File: src/rtl/load_store_unit.sv
// RV32I load/store unit over a word-wide data memory; sub-word stores use read-modify-write.
// Build option LSU_MISALIGN_ERR_EN: misaligned accesses respond with an error instead of being truncated.
module load_store_unit #(
    parameter int DATA_W  = 32,
    parameter int ADDR_W  = 32,
    parameter int MEM_LAT = 1
) (
    input  logic              i_clk,
    input  logic              i_reset_n,
    input  logic              i_req_valid,
    output logic              o_req_ready,
    input  logic              i_req_we,
    input  logic [2:0]        i_req_funct3,
    input  logic [ADDR_W-1:0] i_req_addr,
    input  logic [DATA_W-1:0] i_req_wdata,
    output logic              o_resp_valid,
    input  logic              i_resp_ready,
    output logic [DATA_W-1:0] o_resp_data,
    output logic              o_resp_err,
    output logic [ADDR_W-1:0] o_mem_addr,
    output logic [DATA_W-1:0] o_mem_data_write,
    output logic              o_mem_write_en,
    input  logic [DATA_W-1:0] i_mem_data,
    output logic              o_busy
);
    typedef enum logic [1:0] {IDLE, READ, WRITE, RESP} state_t;

    state_t            state_q, state_d;
    logic              we_q;
    logic [2:0]        funct3_q;
    logic [ADDR_W-1:0] addr_q;
    logic [DATA_W-1:0] wword_q;
    logic [DATA_W-1:0] rdata_q;
    logic              err_q;
    logic [2:0]        cnt_q;
    logic              accept;
    logic              req_illegal;
    logic              req_misalign;
    logic              req_err;

    function automatic logic [DATA_W-1:0] load_extend(input logic [DATA_W-1:0] word,
                                                      input logic [2:0] funct3,
                                                      input logic [1:0] lane);
        logic [7:0]  b;
        logic [15:0] h;
        b = word[{lane, 3'b000} +: 8];
        h = word[{lane[1], 4'b0000} +: 16];
        case (funct3)
            3'b000:  load_extend = {{24{b[7]}}, b};
            3'b001:  load_extend = {{16{h[15]}}, h};
            3'b100:  load_extend = {24'h000000, b};
            3'b101:  load_extend = {16'h0000, h};
            default: load_extend = word;
        endcase
    endfunction

    function automatic logic [DATA_W-1:0] store_merge(input logic [DATA_W-1:0] word,
                                                      input logic [15:0] wdata,
                                                      input logic [2:0] funct3,
                                                      input logic [1:0] lane);
        store_merge = word;
        if (funct3[1:0] == 2'b00)
            store_merge[{lane, 3'b000} +: 8] = wdata[7:0];
        else
            store_merge[{lane[1], 4'b0000} +: 16] = wdata;
    endfunction

    always_comb begin
        if (i_req_we)
            req_illegal = !(i_req_funct3 inside {3'b000, 3'b001, 3'b010});
        else
            req_illegal = !(i_req_funct3 inside {3'b000, 3'b001, 3'b010, 3'b100, 3'b101});
    end

`ifdef LSU_MISALIGN_ERR_EN
    assign req_misalign = ((i_req_funct3[1:0] == 2'b01) && i_req_addr[0]) ||
                          ((i_req_funct3[1:0] == 2'b10) && (i_req_addr[1:0] != 2'b00));
`else
    // Misaligned accesses are truncated by the word address and lane select.
    assign req_misalign = 1'b0;
`endif

    assign req_err = req_illegal || req_misalign;
    assign accept  = i_req_valid && (state_q == IDLE);

    always_ff @(posedge i_clk or negedge i_reset_n) begin
        if (!i_reset_n)
            state_q <= IDLE;
        else
            state_q <= state_d;
    end

    always_comb begin
        state_d = state_q;
        case (state_q)
            IDLE: begin
                if (accept) begin
                    if (req_err)
                        state_d = RESP;
                    else if (i_req_we && (i_req_funct3 == 3'b010))
                        state_d = WRITE;
                    else
                        state_d = READ;
                end
            end
            READ:    if (cnt_q == 3'd0) state_d = we_q ? WRITE : RESP;
            WRITE:   state_d = RESP;
            RESP:    if (i_resp_ready) state_d = IDLE;
            default: state_d = IDLE;
        endcase
    end

    // Request latch, read-wait counter and result capture
    always_ff @(posedge i_clk or negedge i_reset_n) begin
        if (!i_reset_n) begin
            we_q     <= 1'b0;
            funct3_q <= 3'b000;
            addr_q   <= '0;
            wword_q  <= '0;
            rdata_q  <= '0;
            err_q    <= 1'b0;
            cnt_q    <= 3'd0;
        end else begin
            case (state_q)
                IDLE: begin
                    if (accept) begin
                        we_q     <= i_req_we;
                        funct3_q <= i_req_funct3;
                        addr_q   <= i_req_addr;
                        wword_q  <= i_req_wdata;
                        rdata_q  <= '0;
                        err_q    <= req_err;
                        cnt_q    <= 3'(MEM_LAT);
                    end
                end
                READ: begin
                    if (cnt_q == 3'd0) begin
                        if (we_q)
                            wword_q <= store_merge(i_mem_data, wword_q[15:0], funct3_q, addr_q[1:0]);
                        else
                            rdata_q <= load_extend(i_mem_data, funct3_q, addr_q[1:0]);
                    end else begin
                        cnt_q <= cnt_q - 3'd1;
                    end
                end
                default: ;
            endcase
        end
    end

    assign o_req_ready      = (state_q == IDLE) && i_reset_n;
    assign o_busy           = (state_q != IDLE);
    assign o_resp_valid     = (state_q == RESP);
    assign o_resp_data      = (state_q == RESP) ? rdata_q : '0;
    assign o_resp_err       = (state_q == RESP) && err_q;
    assign o_mem_addr       = (state_q != IDLE) ? {addr_q[ADDR_W-1:2], 2'b00} : '0;
    assign o_mem_data_write = (state_q == WRITE) ? wword_q : '0;
    // Gated with reset so a write strobe cannot outlive reset assertion.
    assign o_mem_write_en   = (state_q == WRITE) && i_reset_n;
endmodule

File: config.mk
export PLATFORM = sky130hd
export DESIGN_NAME = load_store_unit
export DESIGN_NICKNAME = d
export VERILOG_FILES = /design/src/rtl/load_store_unit.sv
export SDC_FILE = /design/constraint.sdc
export NUM_CORES = 1
export LEC_CHECK = 0
export CORE_MARGIN = 2
export CORE_UTILIZATION = 40
export CTS_CLUSTER_DIAMETER = 120
export DETAILED_ROUTE_END_ITERATION = 16
export GPL_ROUTABILITY_DRIVEN = 0
export GPL_TIMING_DRIVEN = 0
export PLACE_DENSITY = 0.75
export SETUP_SLACK_MARGIN = 0.4
export SLEW_MARGIN = 20
export SYNTH_ARGS = -nofsm -noshare
export SYNTH_HDL_FRONTEND = slang
export SYNTH_SLANG_ARGS = --single-unit
File: constraint.sdc
create_clock -name i_clk -period 4.6 [get_ports i_clk]
set_input_delay 0.69 -clock i_clk [delete_from_list [all_inputs] [get_ports i_clk]]
set_output_delay 0.69 -clock i_clk [all_outputs]
set_load 0.02 [all_outputs]
Yosys cells after proc, flatten, opt, wreduce, memory -nomap -nowiden
Cells that the tools add are included.
{"block": "classes", "shifts": 6, "reduce_logical": 21, "eq_ne": 16, "n_addsub": 3, "n_mux": 26}
{"operator": "$mux 32", "n": 10}
{"operator": "$pmux 32 s2", "n": 2}
{"operator": "$pmux 32 s4", "n": 1}
{"operator": "$bwmux 32", "n": 2}
{"operator": "$shift 16x7->32 const A", "n": 1}
{"operator": "$shift 8x7->32 const A", "n": 1}
{"operator": "$shiftx 16x7->32", "n": 1}
{"operator": "$shiftx 32x6->16", "n": 1}
{"operator": "$shiftx 32x6->8", "n": 1}
{"operator": "$shiftx 8x7->32", "n": 1}
{"operator": "$neg 5->7", "n": 2}
{"operator": "$eq 3x3->1 const B", "n": 4}
{"operator": "$mux 2", "n": 5}
{"operator": "$ne 2x2->1 const B", "n": 5}
{"operator": "$logic_not 3->1", "n": 3}
{"operator": "$pmux 2 s4", "n": 1}
{"operator": "$reduce_and 4->1", "n": 2}
{"operator": "$eq 3x1->1 const B", "n": 2}
{"operator": "$mux 3", "n": 2}
{"operator": "$pmux 3 s2", "n": 1}
{"operator": "$reduce_and 3->1", "n": 2}
{"operator": "$logic_and 1x1->1", "n": 5}
{"operator": "$reduce_bool 5->1", "n": 1}
{"operator": "$eq 2x2->1 const B", "n": 2}
{"operator": "other kinds (10)", "n": 14}
{"block": "totals", "elab_cells": 80, "in_bits": 104, "regBits": 106}

Longest topological paths before layout
{"block": "logic_depth", "ltp_word": 7, "depth_mapped": 10, "depth_no_buf": 6}

Worst setup path after synthesis
Ideal clock, no wire load.
{"block": "synth_path", "kind": "register -> register", "startpoint": "register addr_q[1]", "endpoint": "register wword_q[15]", "stages_incl_launch_ff": 11, "setup_ps": 126, "required_ps": 4474, "slack_ps": 2138, "period_less_slack_ps": 2462, "arrival_ps": 2335, "cell_sequence": "dfrtp_1 buf_6 buf_2 buf_2 inv_1 ha_1 and3b_1 and3_1 clkbuf_1 a22o_1 a221o_1"}
{"block": "synth_via", "elab_chain_cells": 7, "word_cells_on_any_way": 12}
{"element": "start: declaration", "line_no": "31", "source": "logic [ADDR_W-1:0] addr_q;"}
{"element": "start signal: assignment", "line_no": "129", "source": "addr_q <= i_req_addr;"}
{"element": "$neg 5->7, on equally long branches", "line_no": "65, 63"}
{"element": "$shiftx 16x7->32, or another cell as far along", "line_no": "65", "source": "store_merge[{lane[1], 4'b0000} +: 16] = wdata;"}
{"element": "$bwmux 32, on equally long branches", "line_no": "65, 63"}
{"element": "$mux 32 (*)", "line_no": "62", "source": "if (funct3[1:0] == 2'b00)"}
{"element": "$mux 32 (*)", "line_no": "138", "source": "if (we_q)"}
{"element": "$mux 32 (*)", "line_no": "137", "source": "if (cnt_q == 3'd0) begin"}
{"element": "$pmux 32 s2 (*)", "line_no": "124", "source": "case (state_q)"}
{"element": "end signal: assignment", "line_no": "130", "source": "wword_q <= i_req_wdata;"}
{"element": "end signal: assignment", "line_no": "139", "source": "wword_q <= store_merge(i_mem_data, wword_q[15:0], funct3_q, addr_q[1:0]);"}
{"element": "end: declaration", "line_no": "32", "source": "logic [DATA_W-1:0] wword_q;"}
Every way passes the cells marked *; elsewhere a longest branch is shown, timed or not. The select of a mux whose other input is x is not followed.
A chain may end at the register's enable or synchronous reset.

Worst setup path after layout
{"block": "layout_path", "startpoint": "register state_q[0]", "endpoint": "output port o_mem_addr[17]"}
{"block": "layout_via", "elab_chain_cells": 2}
{"element": "start: declaration", "line_no": "28", "source": "state_t state_q, state_d;"}
{"element": "start signal: assignment", "line_no": "90", "source": "state_q <= state_d;"}
{"element": "$reduce_bool 2->1", "line_no": "156", "source": "assign o_mem_addr = (state_q != IDLE) ? {addr_q[ADDR_W-1:2], 2'b00} : '0;"}
{"element": "$mux 32", "line_no": "156"}
{"element": "end: declaration", "line_no": "20", "source": "output logic [ADDR_W-1:0] o_mem_addr,"}
No other way between the ends.

==> flow_summary.ini <==
[outcome]
status = finished, final reports clean

[synthesis]
synth_top_area_cell = dfrtp_1
yosysWarnings = 0
ys_top_cells_by_area = dfrtp_1 (42%), mux2_2 (8.4%), and2_1 (6.7%)
syn-cell-area_um2 = 6280
synthArstFlopShare = 1.00
yosys_register_bits = 106
synth_cell_types = 64
synthCells = 620
synth_ff_type = dfrtp_1
synth_edf_count = 0
yosys.area.top_type_share = 0.422
synth_area_per_cell_um2 = 10.1
synth_seq_area_share = 0.422

[route]
ant_nets = 0
route.vias.total = 5812
dr.pass1.iters = 4
vias_per_cell = 5.54
wirelength_um = 20300
post_drt_wl_per_cell_um = 19.3
drt_iter0_markers = 437
drc = 0

[global_routing]
grt_max_degree = 66
first_global_vias = 5636
grt_usage = 0.244
grt_overflow = 0
grt_pass1_wl_um = 31000
grt_antenna_before_repair = 0

[run]
cap_violations = 0

[placed_design]
dpl_worst_slack_ns = 1.62
hpwl_um = 15800
io_buffers = 201

[power_and_ir_drop]
switchingPower_mw = 2.66
p_comb_frac = 0.599
pwr-share-seq = 0.278
p_clk_frac = 0.123
total_power_mw = 6.07
p_int_mw = 3.42
leakagePower_nw = 3.64
cellPowerDensity_nw_per_um2 = 684
ir_drop_uv = 411
switching_share = 0.438

[timing]
report.final.slew_viol_count = 0
post-route-period-util = 0.721
fmax_ghz = 0.301
skew_ns = 0.00795
slew_headroom = 0.586
finalWorstSetupSlack_ns = 1.28
timing.setup.tns_ns = 0
rsz0062_at_grt = no
hold_viol_final = 0
setup_viol = 0
fin_crit_ns = 3.32
tightest_slew_ns = 0.620

[setup_path]
crit_fanout = 10
r2r_cells = 10
critPathLaunchType = flip-flop
cp_data_arrival_time_ns = 2.63
crit_type = reg2out
cp.required_ns = 3.91
endpoint_kind = primary output

[cts]
clock_path_buffers = 2
cts_root_buf = clkbuf_16
insertion_delay_ns = 0.36
numCtsBuffers = 9
cts_tree = done
hold_buffers = 0
cts_sinks = 106
h-tree-depth = 3
post_cts_resized = 0
postCtsSetupBuffers = 0
clk_pin_slew_ns = 0.07

[die]
dieArea_um2 = 16700
rows = 45
die_w_um = 129
ios = 205
die_y_um = 129
initial_utilization = 0.412
coreArea_um2 = 15300

[final_layout]
diodes = 0
nets = 949
area_growth_pct = 41.2
final_cell_mix = clkdlybuf4s50_1 (200), dfrtp_1 (106), and2_1 (67)
layout_commonest_cell = clkdlybuf4s50_1
n_fill_cell = 1365
postLayoutCoreUtil = 0.582
drive_above_1_share = 0.133

[min_path]
min_path_type = in2async
[path summary, 6_finish.rpt]
kind                                   startpoint                 endpoint  slack [ns]
max in group asynchronous               i_reset_n  wword_q[29]$_DFFE_PN0P_        3.69
min in group i_clk              err_q$_DFFE_PN0P_        err_q$_DFFE_PN0P_        0.48
min reg2reg                     err_q$_DFFE_PN0P_        err_q$_DFFE_PN0P_        0.48
max reg2reg                 addr_q[1]$_DFFE_PN0P_  wword_q[13]$_DFFE_PN0P_        1.70
min                                     i_reset_n   addr_q[24]$_DFFE_PN0P_        0.24
max                        state_q[0]$_DFFE_PN0P_           o_mem_addr[17]        1.28
[routing by layer]
layer | GRT usage | vias up | part of all wire
li1 | - | 2678 | -
met1 | 0.326 | 2779 | 0.43
met2 | 0.384 | 313 | 0.44
met3 | 0.0615 | 42 | 0.10
met4 | 0.0921 | 0 | 0.031
met5 | 0 | - | 0
[per-stage QoR]
stage                     std cells  instance area [um2]  hold WS [ns]
after floorplan                 621                 6290         0.394
after global placement         1033                 8560         0.455
after detailed placement       1034                 8590         0.469
after CTS                      1050                 8870         0.260
after global routing           1050                 8870         0.284
final                          1050                 8870         0.245
[power groups by stage]
stage	Combinational (mW)	Sequential (mW)	Clock [mW]
floorplan	2.36	1.56	0
global route	3.94	1.73	0.797
CTS	3.63	1.68	0.760
detailed placement	3.61	1.70	0
finish	3.64	1.69	0.746
global placement	3.56	1.69	0
[state kept, by name (all words and copies together), names as in the netlist]
name,cells
err_q,1
wword_q,32
we_q,1
addr_q,32
rdata_q,32
cnt_q,3
state_q,2
funct3_q,3
[cells in the mapped netlist, drive strengths merged, types with 4 or more instances]
| library cell | n |
|---|---|
| dfrtp | 106 |
| and2 | 67 |
| mux2 | 49 |
| nor2 | 40 |
| nor2b | 33 |
| a21oi | 28 |
| buf | 28 |
| nand2 | 25 |
| o21ai | 22 |
| a32o | 21 |
| clkbuf | 21 |
| o2bb2ai | 18 |
| a221oi | 15 |
| mux2i | 14 |
| nand2b | 14 |
| inv | 13 |
| a22o | 12 |
| ha | 11 |
| nor3 | 10 |
| o31ai | 9 |
| a221o | 6 |
| a31oi | 5 |
| a22oi | 4 |
| nand3 | 4 |
| nand4 | 4 |
| or2 | 4 |
| or2b | 4 |
[cell type report]
type | count | area [um2] | area share
repair buffers | 202 | 2040 | 0.230
flip-flops and latches | 106 | 2650 | 0.299
multi-input cells | 453 | 3340 | 0.376
plain buffers | 49 | 248 | 0.0279
well taps | 211 | 264 | 0.0298
clock inverters | 7 | 55.1 | 0.00620
inverters | 13 | 48.8 | 0.00550
clock buffers | 9 | 225 | 0.0254
[critical path, cell delays in order, from the launching register on]
cell and delay [ns]:
dfrtp_1 0.41, inv_1 0.11, ha_1 0.15, buf_4 0.15, clkbuf_1 0.38, clkbuf_1 0.39
nor2b_1 0.12, clkdlybuf4s50_1 0.56
[cells by family after synthesis]
| family | Yosys count | share of synthesized area |
|---|---|---|
| other | 1 | 0.000597 |
| adder cells (fa/ha/maj) | 11 | 0.0219 |
| AO/OA/AOI/OAI | 161 | 0.201 |
| buffers and inverters | 62 | 0.0472 |
| multiplexers | 64 | 0.114 |
| AND/OR/NAND/NOR | 215 | 0.193 |
| flip-flops | 106 | 0.422 |
Note: power is estimated with default switching activity, not from simulation.
